## src/rtl/seqdet_stream_ctrl.sv

```systemverilog
// ============================================================================
// Module  : seqdet_stream_ctrl
// Brief   : Serializes a valid/ready word stream MSB-first into a programmable
//           pattern matcher with a saturating match counter and threshold irq.
// Revision: 1.0
// ============================================================================
`default_nettype none

module seqdet_stream_ctrl #(
  parameter int WORD_W  = 8,
  parameter int PAT_MAX = 8,
  parameter int CNT_W   = 16
) (
  input  logic               clk,
  input  logic               rst,
  input  logic               cfg_we,
  input  logic [PAT_MAX-1:0] cfg_pattern,
  input  logic [3:0]         cfg_len,
  input  logic [CNT_W-1:0]   cfg_thresh,
  output logic               cfg_err,
  input  logic               s_valid,
  output logic               s_ready,
  input  logic [WORD_W-1:0]  s_data,
  output logic               busy,
  output logic               match,
  output logic [CNT_W-1:0]   match_cnt,
  output logic               irq,
  input  logic               irq_clr
);

  localparam int c_BIT_W  = (WORD_W > 1) ? $clog2(WORD_W) : 1;
  localparam int c_FILL_W = $clog2(PAT_MAX + 1);

  typedef enum logic [0:0] {
    ST_IDLE  = 1'b0,
    ST_SHIFT = 1'b1
  } state_t;

  state_t               r_state;
  logic [WORD_W-1:0]    r_word;
  logic [c_BIT_W-1:0]   r_bitcnt;
  logic [PAT_MAX-1:0]   r_hist;
  logic [c_FILL_W-1:0]  r_fill;
  logic [PAT_MAX-1:0]   r_pattern;
  logic [3:0]           r_len;
  logic [CNT_W-1:0]     r_thresh;
  logic                 r_match;
  logic [CNT_W-1:0]     r_cnt;
  logic                 r_irq;
  logic                 r_cfg_err;

  logic                 w_last;
  logic                 w_ready;
  logic                 w_accept;
  logic [PAT_MAX-1:0]   w_hist_next;
  logic [c_FILL_W-1:0]  w_fill_next;
  logic [c_FILL_W-1:0]  w_len_eff;
  logic [PAT_MAX-1:0]   w_mask;
  logic                 w_hit;
  logic                 w_cfg_ok;
  logic                 w_cnt_inc;
  logic                 w_irq_set;

  // The last SHIFT cycle also offers ready so consecutive words run without a bubble.
  assign w_last   = (r_bitcnt == '0);
  assign w_ready  = !rst && ((r_state == ST_IDLE) || w_last);
  assign w_accept = s_valid && w_ready;

  assign w_hist_next = {r_hist[PAT_MAX-2:0], r_word[WORD_W-1]};
  assign w_fill_next = (r_fill == c_FILL_W'(PAT_MAX)) ? r_fill : r_fill + c_FILL_W'(1);

  always_comb begin
    w_len_eff = (int'(r_len) > PAT_MAX) ? c_FILL_W'(PAT_MAX) : c_FILL_W'(r_len);
    w_mask    = '0;
    for (int i = 0; i < PAT_MAX; i++) begin
      if (i < int'(w_len_eff)) w_mask[i] = 1'b1;
    end
  end

  assign w_hit = (w_len_eff != '0) && (w_fill_next >= w_len_eff) &&
                 ((w_hist_next & w_mask) == (r_pattern & w_mask));

  assign w_cfg_ok  = cfg_we && (r_state == ST_IDLE) && !s_valid;
  assign w_cnt_inc = r_match && !(&r_cnt);
  assign w_irq_set = w_cnt_inc && (r_thresh != '0) && ((r_cnt + CNT_W'(1)) == r_thresh);

  always_ff @(posedge clk) begin
    if (rst) begin
      r_state   <= ST_IDLE;
      r_word    <= '0;
      r_bitcnt  <= '0;
      r_hist    <= '0;
      r_fill    <= '0;
      r_pattern <= PAT_MAX'(3'b101);
      r_len     <= 4'd3;
      r_thresh  <= '0;
      r_match   <= 1'b0;
      r_cnt     <= '0;
      r_irq     <= 1'b0;
      r_cfg_err <= 1'b0;
    end else begin
      r_match   <= 1'b0;
      r_cfg_err <= cfg_we && !w_cfg_ok;

      case (r_state)
        ST_IDLE: begin
          if (w_accept) begin
            r_word   <= s_data;
            r_bitcnt <= c_BIT_W'(WORD_W - 1);
            r_state  <= ST_SHIFT;
          end
        end
        ST_SHIFT: begin
          r_hist  <= w_hist_next;
          r_fill  <= w_fill_next;
          r_match <= w_hit;
          if (w_last) begin
            if (w_accept) begin
              r_word   <= s_data;
              r_bitcnt <= c_BIT_W'(WORD_W - 1);
            end else begin
              r_state <= ST_IDLE;
            end
          end else begin
            r_word   <= {r_word[WORD_W-2:0], 1'b0};
            r_bitcnt <= r_bitcnt - c_BIT_W'(1);
          end
        end
        default: r_state <= ST_IDLE;
      endcase

      if (w_cnt_inc) r_cnt <= r_cnt + CNT_W'(1);

      if (w_irq_set)    r_irq <= 1'b1;
      else if (irq_clr) r_irq <= 1'b0;

      // A config write only lands in IDLE, so it never races a shift update.
      if (w_cfg_ok) begin
        r_pattern <= cfg_pattern;
        r_len     <= cfg_len;
        r_thresh  <= cfg_thresh;
        r_hist    <= '0;
        r_fill    <= '0;
        r_cnt     <= '0;
        r_irq     <= 1'b0;
      end
    end
  end

  assign s_ready   = w_ready;
  assign busy      = (r_state == ST_SHIFT);
  assign match     = r_match;
  assign match_cnt = r_cnt;
  assign irq       = r_irq;
  assign cfg_err   = r_cfg_err;

endmodule

`default_nettype wire

```

## config.mk

```make
export PLATFORM = sky130hd
export DESIGN_NAME = seqdet_stream_ctrl
export DESIGN_NICKNAME = d
export VERILOG_FILES = /design/src/rtl/seqdet_stream_ctrl.sv
export SDC_FILE = /design/constraint.sdc
export NUM_CORES = 1
export LEC_CHECK = 0
export ABC_CLOCK_PERIOD_IN_PS = 3600
export CAP_MARGIN = 20
export CORE_ASPECT_RATIO = 2
export CORE_MARGIN = 5
export CORE_UTILIZATION = 59
export CTS_BUF_LIST = sky130_fd_sc_hd__clkbuf_4
export CTS_CLUSTER_SIZE = 40
export DETAILED_ROUTE_END_ITERATION = 7
export GPL_TIMING_DRIVEN = 0
export HOLD_SLACK_MARGIN = 0.05
export PLACE_DENSITY = 0.92
export SETUP_SLACK_MARGIN = 0.3
export SLEW_MARGIN = 30
export SYNTH_ARGS = -nofsm -noshare
export SYNTH_HDL_FRONTEND = slang
export SYNTH_SLANG_ARGS = --single-unit
```

## constraint.sdc

```tcl
create_clock -name clk -period 3.6 [get_ports clk]
set_clock_uncertainty 0.1 [all_clocks]
set_input_delay 0.36 -clock clk [delete_from_list [all_inputs] [get_ports clk]]
set_output_delay 0.36 -clock clk [all_outputs]
set_load 0.02 [all_outputs]
```

* Word level (Yosys, flattened, before mapping) *
Cells that the tools add are included.

word-level totals
  bits in registers = 70
  latch bits = 0
  bits in writable memories = 0
  ROM bits = 0
  bits of input ports = 41
  output and inout bits = 21
  logic and storage cells = 74
  memories = 0

operators by class
  add/subtract/negate cells = 3
  multipliers = 0
  div/mod/pow operators = 0
  magnitude comparators = 10
  equality and inequality tests = 3
  shifts and indexed selects = 0
  multiplexer cells = 21
  bitwise gates (word level) = 3
  reductions and logical operators = 22

operators with widths
  kind                     number
  $add A16 B1 Y16 const B  1
  $and A8 B8 Y8            2
  $eq A16 B16 Y1           1
  $lt A3 B4 Y1 const A     4
  $mux W8                  2
  $pmux W8 S2              1
  $reduce_and A16 Y1       1
  $reduce_bool A16 Y1      1
  $mux W1                  12
  $logic_and A1 B1 Y1      10
  $eq A8 B8 Y1             1
  $lt A1 B4 Y1 const A     2
  $lt A2 B4 Y1 const A     2
  $mux W4                  2
  $mux W3                  2
  $pmux W3 S2              1
  $add A4 B1 Y4 const B    1
  $eq A4 B4 Y1 const B     1
  $ge A4 B4 Y1             1
  $gt A4 B4 Y1 const B     1
  $logic_not A1 Y1         4
  $reduce_bool A4 Y1       1
  $reduce_or A2 Y1         2
  $logic_not A3 Y1         1
  other kinds (5)          5

* Logic depth before layout (Yosys ltp) *
Gate-level depths: netlist of the first run.

  depth after elaboration = 7
  depth in mapped cells = 8
  gate-level depth less buffers = 8

* Least setup slack after synthesis of the first run *
No wires, ideal clock.

  path kind = register to register
  start = register r_cnt[0], in the netlist match_cnt[0]
  end = register r_cnt[2], in the netlist match_cnt[2]
  library setup time = 0.128 ns
  arrival time = 1.960 ns
  required time = 3.372 ns
  slack = 1.412 ns
  cell stages (with the launch flop) = 9
  path buffers = 1
  clock period less this slack = 2.188 ns
  cells stage by stage = dfxtp_1 > ha_1 > nand3_2 > nor4_4 > a31oi_2 > buf_6 > nand2_1 > xor2_1 > nor2_1

between the ends
  longest elaborated chain between the ends = 3
  elaborated cells on any way between the ends = 4
  those cells by class = add/sub (1); reduce/logical (3)

RTL lines
  element                                                                  line  source
  from (decl)                                                              48    logic [CNT_W-1:0] r_cnt;
  from (signal assigned)                                                   132   if (w_cnt_inc) r_cnt <= r_cnt + CNT_W'(1);
  parallel branches: the longest is 3 deep, another holds $add A16 B1 Y16  --

Several ways; the timed one is not identified.
A chain may end at the register's enable or synchronous reset.

* Final worst setup path of the first run *
  start = input rst
  end = output s_ready

between the ends
  longest elaborated chain between the ends = 2

RTL lines
  element              line  source
  from (decl)          15    input logic rst,
  $logic_not A1 Y1     66    assign w_ready = !rst && ((r_state == ST_IDLE) || w_last);
  $logic_and A1 B1 Y1  66
  to (decl)            22    output logic s_ready,

No other way between the ends.

==> results of run 1 <==
critical path, delay by kind of cell:
| family | cells | cell delay [ns] |
|---|---|---|
| buffers and inverters | 4 | 1.88 |
| AND/OR/NAND/NOR | 1 | 0.10 |
sequential cells by signal (all words and copies together) (netlist names):
register	flops
match_cnt	16
r_thresh	16
r_pattern	8
r_word	8
r_hist	7
r_fill	4
r_len	4
r_bitcnt	3
busy	1
cfg_err	1
irq	1
match	1
cells by family (layout without fill, tap and decap cells):
kind of cell | Yosys count | count (layout) | synth area share (%)
simple gates | 185 | 185 | 25.2
compound gates | 63 | 63 | 11.1
mux | 22 | 22 | 6.23
buf+inv | 34 | 111 | 4.48
fa+ha+maj | 8 | 8 | 2.80
xor+xnor | 45 | 45 | 11.0
other cells | 0 | 1 | 0
flops | 70 | 70 | 39.2
layout by cell type, fill, tap and decap left out, drive strengths merged, types with 2 or more instances in the layout:
cell	synthesis	final
nand3	14	14
nor3b	2	2
clkinv	0	3
dfxtp	70	70
mux2	2	2
mux2i	20	20
a21oi	31	31
and4	2	2
o21ai	6	6
nand3b	6	6
a221oi	2	2
or3	2	2
nand4	8	8
xnor2	27	27
nor2	46	46
and3	4	4
clkbuf	16	27
clkdlybuf4s50	0	61
buf	6	6
a31oi	2	2
nand2	76	76
a211oi	9	9
a21boi	2	2
a21o	2	2
nor3	8	8
inv	12	12
nor4	6	6
xor2	18	18
o211ai	4	4
nand2b	5	5
nor4b	3	3
ha	8	8
power breakdown:
| part | internal, mW | switching, mW | leakage, nW | total, mW |
|---|---|---|---|---|
| Clock | 0.222 | 0.278 | 0.0719 | 0.500 |
| Combinational | 0.111 | 0.116 | 1.00 | 0.228 |
| Sequential | 0.807 | 0.0294 | 0.570 | 0.836 |
| Total | 1.14 | 0.424 | 1.64 | 1.56 |
cell type report:
cell class | instances | area [um^2] | share of cell area, %
inverter | 12 | 45.0 | 1.02
timing repair buffer | 61 | 611 | 13.9
buffer | 22 | 115 | 2.62
multi-input combinational | 323 | 2010 | 45.8
antenna | 1 | 2.50 | 0.0569
sequential | 70 | 1400 | 31.8
tap | 63 | 78.8 | 1.79
clock buffer | 11 | 82.6 | 1.88
clock inverter | 5 | 50.0 | 1.14
cells in the mapped netlist, drive strengths merged:
| library cell | n |
|---|---|
| buf | 6 |
| dfxtp | 70 |
| clkbuf | 16 |
| a31oi | 2 |
| inv | 12 |
| nand4 | 8 |
| o31ai | 1 |
| nand3 | 14 |
| o21bai | 1 |
| a311oi | 1 |
| a221oi | 2 |
| xnor2 | 27 |
| o211ai | 4 |
| mux2 | 2 |
| ha | 8 |
| a211oi | 9 |
| and2 | 1 |
| xor2 | 18 |
| nor3 | 8 |
| nor2 | 46 |
| a22oi | 1 |
| and3 | 4 |
| and4 | 2 |
| a21oi | 31 |
| a21o | 2 |
| o311ai | 1 |
| nor3b | 2 |
| nand2 | 76 |
| nor4b | 3 |
| nor4 | 6 |
| or2b | 1 |
| o21ai | 6 |
| mux2i | 20 |
| nand3b | 6 |
| a21boi | 2 |
| nand2b | 5 |
| or3 | 2 |
| or4 | 1 |
metrics by stage:
step / hold WS (ns) / power, mW / util, %
floorplan: 0.348 / 0.979 / -
global placement: 0.356 / 1.06 / 71.6
detailed placement: 0.365 / 1.08 / 71.6
CTS: 0.342 / 1.57 / 73.8
global route: 0.353 / 1.63 / 73.8
finish: 0.372 / 1.56 / 73.9
worst min-delay path by stage:
stage	end	startpoint	cells after the start	slack, ns
4_1_cts	r_thresh[10]	cfg_thresh[10]	3	0.34
5_1_grt	r_thresh[15]	cfg_thresh[15]	3	0.35
6_report	r_pattern[4]	cfg_pattern[4]	3	0.37
3_5_place_dp	r_pattern[1]	r_pattern[1]	2	0.36
3_3_place_gp	r_pattern[1]	r_pattern[1]	2	0.36
2_1_floorplan	r_pattern[3]	r_pattern[3]	2	0.35
layer usage:
| layer | up-vias | track usage (%) |
|---|---|---|
| met5 | - | 0 |
| met4 | 0 | 22.6 |
| met3 | 59 | 5.43 |
| met2 | 138 | 46.2 |
| met1 | 1522 | 22.0 |
| li1 | 1611 | - |
==> results.md, run 1 <==
- Status: completed
- Layout cells sized above 1: 5.56%
- Worst setup EP type: output port
- Final Cell Area: 4400 um^2
- Reg2Reg Setup Slack: 1.14 ns
- Global-route wire length before repair: 15100 um
- Max IR drop VDD: 0.375 mV
- Clk buf depth: 2
- Fillers: 447
- PortBufs: 61
- Worst setup margin: 0.783 ns
- All-layer global routing usage: 25.4%
- Crit path capture: s_ready
- Pleak: 1.64 nW
- RePlAce Congestion: 0.916
- Core area: 5960 um^2
- Final worst-path cycle share: 78.2%
- Vias per std cell: 5.86
- Max Cap Viol: 0
- CTS root buf: clkbuf_4
- Netlist Area Pre-Place: 3580 um^2
- Initial Utilization: 60.0%
- Cell count after synthesis: 427
- RSZ-0062 raised after global routing: no
- Worst-path clk slew: 0.10 ns
- Startpoint Class: input pin
- Crit-path max FO: 10
- Total clock sinks: 70
- Synth Net Count: 476
- Post-CTS Setup Repair Bufs: 0
- Die area: 7810 um^2
- DRT Pass-1 Iters: 4
- Final Max Tran Viols: 0
- Final nets: 548
- PD cells: 355 nW/um^2
- Top sig layer: met4
- Avg Cell Area, Syn: 8.37 um^2
- Fmax: 355 MHz
- Initial antenna violation count: 0
- GRT overflow: 0
- Distinct cells, synth: 47
- Drc violations: 0
- Area Growth Syn to Fin: 23.1%
- Die Y: 120 um
- DRT met1 WL: 3100 um
- Area leader, netlist: dfxtp_1
- I/O pins: 62
- Req. time, crit path: 3.14 ns
- Worst r2r src: match_cnt[0]
- Largest net degree at the start of global routing: 12
- Detail Route Antenna Nets: 0
- Hpwl dp: 7340 um
- CP cell instances: clkdlybuf4s50_1 > clkbuf_1 > clkbuf_1 > nor2_1 > clkdlybuf4s50_1
- Place WS: 0.787 ns
- Worst slew margin: 51.2%
- Worst Setup SP: rst
- Seq/Total Area, Yosys: 39.2%
- Tmin final: 2.82 ns
- Synth top area cells: dfxtp_1 39%, nand2_1 8.0%, xnor2_1 6.6%, mux2i_1 5.6%, nor2_1 4.8%
- Fin. Hold Viols: 0
- R2r endpoint: match_cnt[2]
- Hold crit path type: in2reg
- Share of the synthesized area in the top cell type: 39.2%
- Total CTS buffers: 9
- Initial DRC Count: 256
- H-tree level count: 3
- Worst-Margin Slew: 0.732 ns
- Via count: 3330
- Placed Cells incl. Taps: 551
- Setup TNS Final: 0 ns
- Post-CTS sizing: 0
- WL met2: 5040 um
- Yosys warning total: 0
- Critical path type: in2out
- WL/cell: 16.5 um
- Later-pin clock latency in the skew report: 0.44 ns
- CTS tree: done
- Non-filler cells, final: 568
- Cts hold-fix bufs: 0
- Number of global-route vias before repair: 3526
- Slowest-stage cell, CP: clkdlybuf4s50_1
- Critical Path AT: 2.36 ns
- # setup viols final: 0
- Seq cells post-synth: 70
- Crit path largest cell delay: 0.56 ns
- R2R depth: 8
- Final wirelength: 9370 um
- Die W: 65.1 um
- Routed wl met3: 459 um
- Placed instance area: 4270 um^2
- # rows: 40
(Power assumes the default switching activity.)
==> inputs of run 2 (changes only) <==
Settings changed: ABC_CLOCK_PERIOD_IN_PS 3600 to 2910, CORE_UTILIZATION 59 to 55, PLACE_DENSITY 0.92 to 0.87.
Clock period 3.6 ns to 2.91 ns, I/O delays scaled along.
==> run 2 against run 1 <==
Net effect:
- worst setup slack got worse by 0.24 ns
- utilization shrank 4.1 points
- largest power group unchanged
- wire length down 3.3%
- sequential share of layout area about the same
- register-to-register slack got worse by 0.60 ns
- clock power up 2%
- clock-buffer cell count increased by 1
- highest routed layer unchanged
- critical endpoint is now match_cnt[4]
- via count down 2.0%
- largest cell class unchanged
==> results.md, run 2 (synthesis gave the netlist of run 1 again) <==
- Final Max Tran Viols: 0
- All-layer global routing usage: 23.7%
- Layout cells sized above 1: 5.96%
- Core area: 6310 um^2
- Worst-path clk slew: 0.11 ns
- Crit path largest cell delay: 0.52 ns
- Top delay family on crit path: simple AND/OR/NAND/NOR gates
- Later-pin clock latency in the skew report: 0.43 ns
- Final wirelength: 9060 um
- Total CTS buffers: 9
- Worst setup EP type: flip-flop
- # setup viols final: 0
- Initial Utilization: 56.7%
- Tmin final: 2.37 ns
- Hpwl dp: 7170 um
- Commonest cells after routing, fill and taps aside: 76 x nand2_1, 70 x dfxtp_1, 61 x clkdlybuf4s50_1
- # rows: 41
- CTS root buf: clkbuf_4
- Most common cell after layout, fill and taps aside: nand2_1
- Total clock sinks: 70
- DRT Pass-1 Iters: 7
- Worst slew margin: 53.3%
- Drc violations: 0
- Crit-path max FO: 10
- Via count: 3262
- Largest net degree at the start of global routing: 11
- Max IR drop VDD: 0.346 mV
- Die area: 8310 um^2
- Area Growth Syn to Fin: 23.1%
- Placed Cells incl. Taps: 574
- H-tree level count: 3
- CTS tree: done
- Clk buf depth: 2
- Req. time, crit path: 3.12 ns
- Final nets: 548
- GRT overflow: 0
- Setup TNS Final: 0 ns
- I/O pins: 62
- Startpoint Class: flip-flop
- Non-filler cells, final: 589
- Number of global-route vias before repair: 3387
- PortBufs: 61
- Initial antenna violation count: 0
- WL/cell: 15.4 um
- Worst-Margin Slew: 0.701 ns
- Die Y: 124 um
- Fmax: 422 MHz
- Fillers: 552
- RePlAce Congestion: 0.901
- Pleak: 1.64 nW
- Detail Route Antenna Nets: 0
- # diodes: 0
- Vias per std cell: 5.54
- Critical Path AT: 2.58 ns
- Final Core Density: 69.8%
- RSZ-0062 raised after global routing: no
- Critical path type: reg2reg
- Initial DRC Count: 202
- Fin. Hold Viols: 0
- Buf/Inv on CP: 1
- Die W: 67.0 um
- Cts hold-fix bufs: 0
- Post-CTS Setup Repair Bufs: 0
- Final worst-path cycle share: 81.3%
- PD cells: 414 nW/um^2
- Max Cap Viol: 0
- Hold crit path type: in2reg
- Worst hold slack: 0.301 ns
- CP cell instances: ha_1 > nand3_2 > nor4_4 > a31oi_2 > buf_6 > nand2_1 > xor2_1 > nor2_1
- Slowest-stage cell, CP: dfxtp_1
- Status: completed
- Global-route wire length before repair: 14700 um
[run 2: changes by cell type in the layout (fill, tap and decap cells not counted), sizes merged]
cell / delta
bufinv: -1
clkbuf: +1
clkinvlp: -1
diode: -1
[run 2: stage by stage]
step | power [mW] | area, um^2 | setup slack (ns)
after floorplan | 1.21 | 3580 | 0.722
after global placement | 1.32 | 4290 | 0.257
after detailed placement | 1.33 | 4290 | 0.252
after CTS | 1.83 | 4400 | 0.411
after global routing | 1.91 | 4400 | 0.313
final | 1.82 | 4400 | 0.543
[run 2: area by class of cell]
| cell class | count | area (um^2) | share of cell area, % |
|---|---|---|---|
| clock inverter | 3 | 12.5 | 0.284 |
| clock buffer | 12 | 90.1 | 2.05 |
| multi-input combinational | 323 | 2020 | 45.8 |
| buffer | 22 | 118 | 2.67 |
| sequential | 70 | 1400 | 31.8 |
| tap | 86 | 108 | 2.44 |
| inverter | 12 | 45.0 | 1.02 |
| timing repair buffer | 61 | 611 | 13.9 |
[run 2: tightest hold or removal path: cells and delay by family]
| family | cells | cell delay (ns) |
|---|---|---|
| AO/OA/AOI/OAI | 1 | 0.05 |
| buffers and inverters | 1 | 0.39 |
| AND/OR/NAND/NOR | 1 | 0.06 |
[run 2: per-layer routing]
metal | track usage, % | up-vias | routed length, um
li1 | - | 1607 | -
met1 | 21.2 | 1484 | 2980
met2 | 43.4 | 121 | 4960
met3 | 4.06 | 50 | 445
met4 | 20.8 | 0 | 677
met5 | 0 | - | 0
[run 2: where the power goes]
group | leakage, nW | internal (mW) | switching (mW)
clock | 0.0623 | 0.194 | 0.318
combinational | 1.01 | 0.138 | 0.141
sequential | 0.570 | 0.998 | 0.0353
total | 1.64 | 1.33 | 0.495
[run 2: final timing paths]
kind / depth (start not counted) / to / startpoint / slack (ns)
worst max-delay path: 8 / match_cnt[4] / match_cnt[0] / 0.54
worst min-delay path: 3 / r_thresh[5] / cfg_thresh[5] / 0.30
worst max register to register: 8 / match_cnt[4] / match_cnt[0] / 0.54
worst min register to register: 2 / r_pattern[4] / r_pattern[4] / 0.38
[run 2: repair_timing]
action,in CTS,in global routing
gates resized for setup,2,3
pin swaps,0,1
endpoints found under the setup margin,1,9
==> inputs of run 3 (changes only) <==
Settings changed: ABC_CLOCK_PERIOD_IN_PS 2910 to 2500.
Clock period 2.91 ns to 2.5 ns, I/O delays scaled along.
==> run 3 against run 2 <==
Net effect:
- critical path type unchanged
- worst setup slack got worse by 0.16 ns
- largest power group unchanged
- clock power increased by 17%
- power increased by 17%
- critical path depth decreased by 1
- design area increased by 2.0%
==> results.md, run 3 (synthesis gave the netlist of run 1 again) <==
- Die W: 67.0 um
- Fmax: 472 MHz
- Hpwl dp: 7170 um
- Commonest cells after routing, fill and taps aside: 76 x nand2_1, 65 x dfxtp_1, 60 x clkdlybuf4s50_1
- Clk buf depth: 2
- Worst r2r src: match_cnt[6]
- Vias per std cell: 5.60
- Pleak: 1.68 nW
- WL/cell: 15.6 um
- Global-route wire length before repair: 14800 um
- Core area: 6310 um^2
- All-layer global routing usage: 23.9%
- Drc violations: 0
- Worst slew margin: 53.4%
- Via count: 3323
- Reg2Reg Setup Slack: 0.38 ns
- Status: completed
- Final Max Tran Viols: 0
- Final total power: 2.13 mW
- Largest net degree at the start of global routing: 11
- Hold Path Stages: 3
- # rows: 41
- Number of global-route vias before repair: 3418
- Tmin final: 2.12 ns
- Worst-path clk slew: 0.11 ns
- Hold Crit Start: cfg_thresh[5]
- RSZ-0062 raised after global routing: yes
- I/O pins: 62
- Most common cell after layout, fill and taps aside: nand2_1
- Area Growth Syn to Fin: 25.6%
- Worst hold slack: 0.261 ns
- # diodes: 0
- H-tree level count: 3
- Detail Route Antenna Nets: 0
- Max Cap Viol: 0
- Initial Utilization: 56.7%
- Worst setup EP type: flip-flop
- # setup viols final: 0
- Worst-Margin Slew: 0.699 ns
- Startpoint Class: flip-flop
- RePlAce Congestion: 0.901
- Total clock sinks: 70
- Hold EP: r_thresh[5]
- Total CTS buffers: 9
- Critical path type: reg2reg
- Initial DRC Count: 237
- Hold crit path type: in2reg
- Die area: 8310 um^2
- CTS tree: done
- DRT Pass-1 Iters: 7
- PortBufs: 61
- GRT overflow: 0
- Final wirelength: 9260 um
- Crit-path max FO: 6
- Fin. Hold Viols: 0
- Layout cells sized above 1: 8.88%
- R2R depth: 7
- Cts hold-fix bufs: 0
- Req. time, crit path: 2.74 ns
- Initial antenna violation count: 0
- Later-pin clock latency in the skew report: 0.43 ns
- Critical Path AT: 2.36 ns
- R2r endpoint: match_cnt[15]
- CTS root buf: clkbuf_4
- Final nets: 552
- Die Y: 124 um
- Final worst-path cycle share: 84.7%
- PD cells: 474 nW/um^2
- Max IR drop VDD: 0.401 mV
run 3: metal layers:
metal  GRT usage, %  vias up  wire length (um)
li1               -     1618                 -
met1           20.9     1508              3050
met2           43.4      141              4970
met3           4.42       56               504
met4           22.0        0               740
met5              0        -                 0
run 3: how the worst max path moves through the flow:
stage	from	end	slack [ns]
after floorplan	match_cnt[0]	match_cnt[2]	0.31
after global placement	rst	s_ready	-0.07
after detailed placement	rst	s_ready	-0.08
after CTS	match_cnt[8]	irq	0.31
after global routing	match_cnt[6]	match_cnt[2]	0.27
final	match_cnt[6]	match_cnt[15]	0.38
run 3: area by class of cell:
class / count / area, um^2
multi-input combinational: 323 / 2060
clock inverter: 3 / 12.5
fill: 529 / 1820
buffer: 22 / 121
clock buffer: 12 / 90.1
tap: 86 / 108
inverter: 12 / 45.0
timing repair buffer: 65 / 639
sequential: 70 / 1410
run 3: what timing repair did:
action | CTS | global route
resized for setup | 8 | 17
pin swaps | 1 | 3
buffers inserted | 1 | 3
setup endpoints to repair | 17 | 30
run 3: worst max-delay path, stage by stage (launching register included):
cell	delay, ns
dfxtp_1	0.35
clkbuf_2	0.19
nand4_1	0.24
buf_4	0.22
nor2_1	0.17
nor4b_1	0.39
a21oi_1	0.13
a311oi_1	0.25
run 3: stage by stage:
stage          TNS (ns)  util, %  cells  worst slack (ns)  instance area, um^2
3_3_place_gp    -0.0714     68.1    574           -0.0714                 4290
6_report              0     71.2    593             0.381                 4490
2_1_floorplan         0        -    427             0.312                 3580
3_5_place_dp    -0.0763     68.1    574           -0.0763                 4290
5_1_grt               0     71.2    593             0.272                 4490
4_1_cts               0     70.2    590             0.314                 4430
run 3: where the power goes:
group / total [mW] / switching [mW] / internal [mW]
clock network: 0.601 / 0.376 / 0.225
registers: 1.20 / 0.0414 / 1.16
logic: 0.329 / 0.166 / 0.163
==> edit: new RTL, config.mk and constraints of run 3 <==
Set the parameter `PAT_MAX` to 32 (it was 8).
--- a/src/rtl/seqdet_stream_ctrl.sv
+++ b/src/rtl/seqdet_stream_ctrl.sv
@@ -8,7 +8,7 @@
 
 module seqdet_stream_ctrl #(
   parameter int WORD_W  = 8,
-  parameter int PAT_MAX = 8,
+  parameter int PAT_MAX = 32,
   parameter int CNT_W   = 16
 ) (
   input  logic               clk,
Ports: changed (resized cfg_pattern); port bits go from 62 to 86. The function was not compared with the original's and may differ.
==> edit against run 3 <==
- wire length up 18%
- count of clock-buffer cells in the layout down 1
- synthesized area up 18%
- total power up 16%
- via count up 17%
- first-iteration DRC count up 27%
- worst setup slack worse by 0.040 ns
- sequential cell count up 16
- non-clock buffer count up 11
- cell area up 16%
- hold slack worse by 0.018 ns
- largest power group unchanged
==> edit: results (changes against run 3) <==
| Metric | Value |
|---|---|
| Status | `completed (unchanged)` |
| DR top layer | `met4 (unchanged)` |
| Vias after detailed routing | `3888 (was 3323)` |
| Total nets after synthesis | `577 (was 476)` |
| First-pass GRT wire length | `17300 um (was 14800 um)` |
| GRT Total Usage | `0.229 (was 0.239)` |
| Inserted Clock Buffers | `9 (unchanged)` |
| CTS Buffer Depth | `2 (unchanged)` |
| Clk_lat worst skew | `0.44 ns` |
| Met3 wire length | `559 um (was 504 um)` |
| Top cells by area, synth | `dfxtp_1 41%, nand2_1 7.4%, mux2i_1 6.9% (was dfxtp_1 39%, nand2_1 8.0%, xnor2_1 6.6%)` |
| Post-DR wirelength/cell | `16.0 um (was 15.6 um)` |
| Worst min-delay path class | `input pin to register (unchanged)` |
| Initial antenna violation count | `0 (unchanged)` |
| Detailed Place HPWL | `8440 um (was 7170 um)` |
| DP Worst Slack | `0.0712 ns (was -0.0763 ns)` |
| Ys async rst share | `0 (unchanged)` |
| Seq/Total Area, Yosys | `0.407 (was 0.392)` |
| Syn avg cell area | `8.41 um2 (was 8.37 um2)` |
| Slowest Stage Delay on Critical Path | `0.57 ns (was 0.39 ns)` |
| DR pass1 iterations | `4 (was 7)` |
| Routability Congestion | `0.976 (was 0.901)` |
| Root Driver | `clkbuf_4 (unchanged)` |
| Share of post-route cells with drive strength above 1 | `0.0714 (was 0.0888)` |
| CP max stage cell | `dfxtp_1 (was nor4b_1)` |
| Largest net degree at the start of global routing | `13 (was 11)` |
| Post-synth cell types | `49 (was 47)` |
| Drt total wl | `10900 um (was 9260 um)` |
| Clk pin slew, worst setup/hold paths | `0.12 ns` |
| Leakage power | `1.98 nW (was 1.68 nW)` |
| M1 WL | `3780 um (was 3050 um)` |
| CTS H-Tree Depth | `3 (unchanged)` |
| YS warnings | `0 (unchanged)` |
| Worst Tran Pin Value | `0.766 ns (was 0.699 ns)` |
| Port buffer count | `67 (was 61)` |
| Critical Path AT | `2.45 ns (was 2.36 ns)` |
| Peak VDD IR | `0.355 mV (was 0.401 mV)` |
| Final nets | `658 (was 552)` |
| WL met2 | `6090 um (was 4970 um)` |
| CP Max Fanout | `7 (was 6)` |
| Iter 0 DRT Violations | `302 (was 237)` |
| ANT cells | `0 (unchanged)` |
| Placed cells | `664 (was 574)` |
| Most frequent cells after synthesis | `86 x dfxtp_1, 83 x nand2_1, 58 x nor2_1 (was 76 x nand2_1, 70 x dfxtp_1, 46 x nor2_1)` |
edit: changes by cell type after synthesis, sizes merged, moves of 7 or more:
cell   delta
xor2     +12
nor2     +12
a21oi     +8
dfxtp    +16
mux2i     +9
nand2     +7
edit: worst paths after layout:
| check | start | endpoint | cells after the start | slack, ns |
|---|---|---|---|---|
| max | match_cnt[3]$_SDFFE_PP0P_ | irq$_SDFFE_PP0P_ | 7 | 0.34 |
| min | cfg_thresh[6] | r_thresh[6]$_SDFFE_PP0P_ | 3 | 0.24 |
| max reg2reg | match_cnt[3]$_SDFFE_PP0P_ | irq$_SDFFE_PP0P_ | 7 | 0.34 |
| min reg2reg | r_pattern[13]$_SDFFE_PP0P_ | r_pattern[13]$_SDFFE_PP0P_ | 2 | 0.37 |
edit: stage by stage:
stage | area (um2) | util | total power [mW]
global route | 5190 | 0.688 | 2.60
finish | 5190 | 0.688 | 2.48
detailed placement | 5020 | 0.666 | 1.87
global placement | 5020 | 0.666 | 1.85
floorplan | 4230 | - | 1.71
CTS | 5140 | 0.681 | 2.50
edit: metal layers:
| layer | track usage | vias to the layer above |
|---|---|---|
| met3 | 0.0450 | 42 |
| met2 | 0.436 | 146 |
| li1 | - | 1875 |
| met5 | 0 | - |
| met4 | 0.142 | 0 |
| met1 | 0.212 | 1825 |
edit: cell type report:
class	count	area, um2
multi-input cells	376	2380
inverters	13	48.8
fillers	636	2350
clock inverters	4	15.0
clock buffers	11	82.6
flip-flops and latches	86	1730
plain buffers	28	124
repair buffers	70	692
well taps	94	118
edit: logic make-up after synthesis:
family,Yosys count,synth area share
AO/OA/AOI/OAI,77,0.114
XOR/XNOR,58,0.120
adder cells (fa/ha/maj),9,0.0266
buffers and inverters,41,0.0387
flip-flops,86,0.407
multiplexers,30,0.0713
AND/OR/NAND/NOR,202,0.223
edit: where the power goes:
group          leakage [nW]  total [mW]  internal (mW)  switching (mW)
clock                0.0569       0.636          0.210           0.427
sequential            0.702        1.46           1.42          0.0413
combinational          1.22       0.383          0.187           0.196
total                  1.98        2.48           1.81           0.664
edit: worst max-delay path: cells and delay by family (launching register included):
kind | cells | cell delay [ns]
AOI/OAI and AO/OA | 2 | 0.29
DFF | 1 | 0.57
and+or+nand+nor | 4 | 0.93
buffers and inverters | 1 | 0.20
edit: repair_timing:
action / CTS / global route
gates resized for setup: 10 / 14
endpoints found under the setup margin: 39 / 33
pin swaps: 0 / 2
setup buffers: 0 / 3
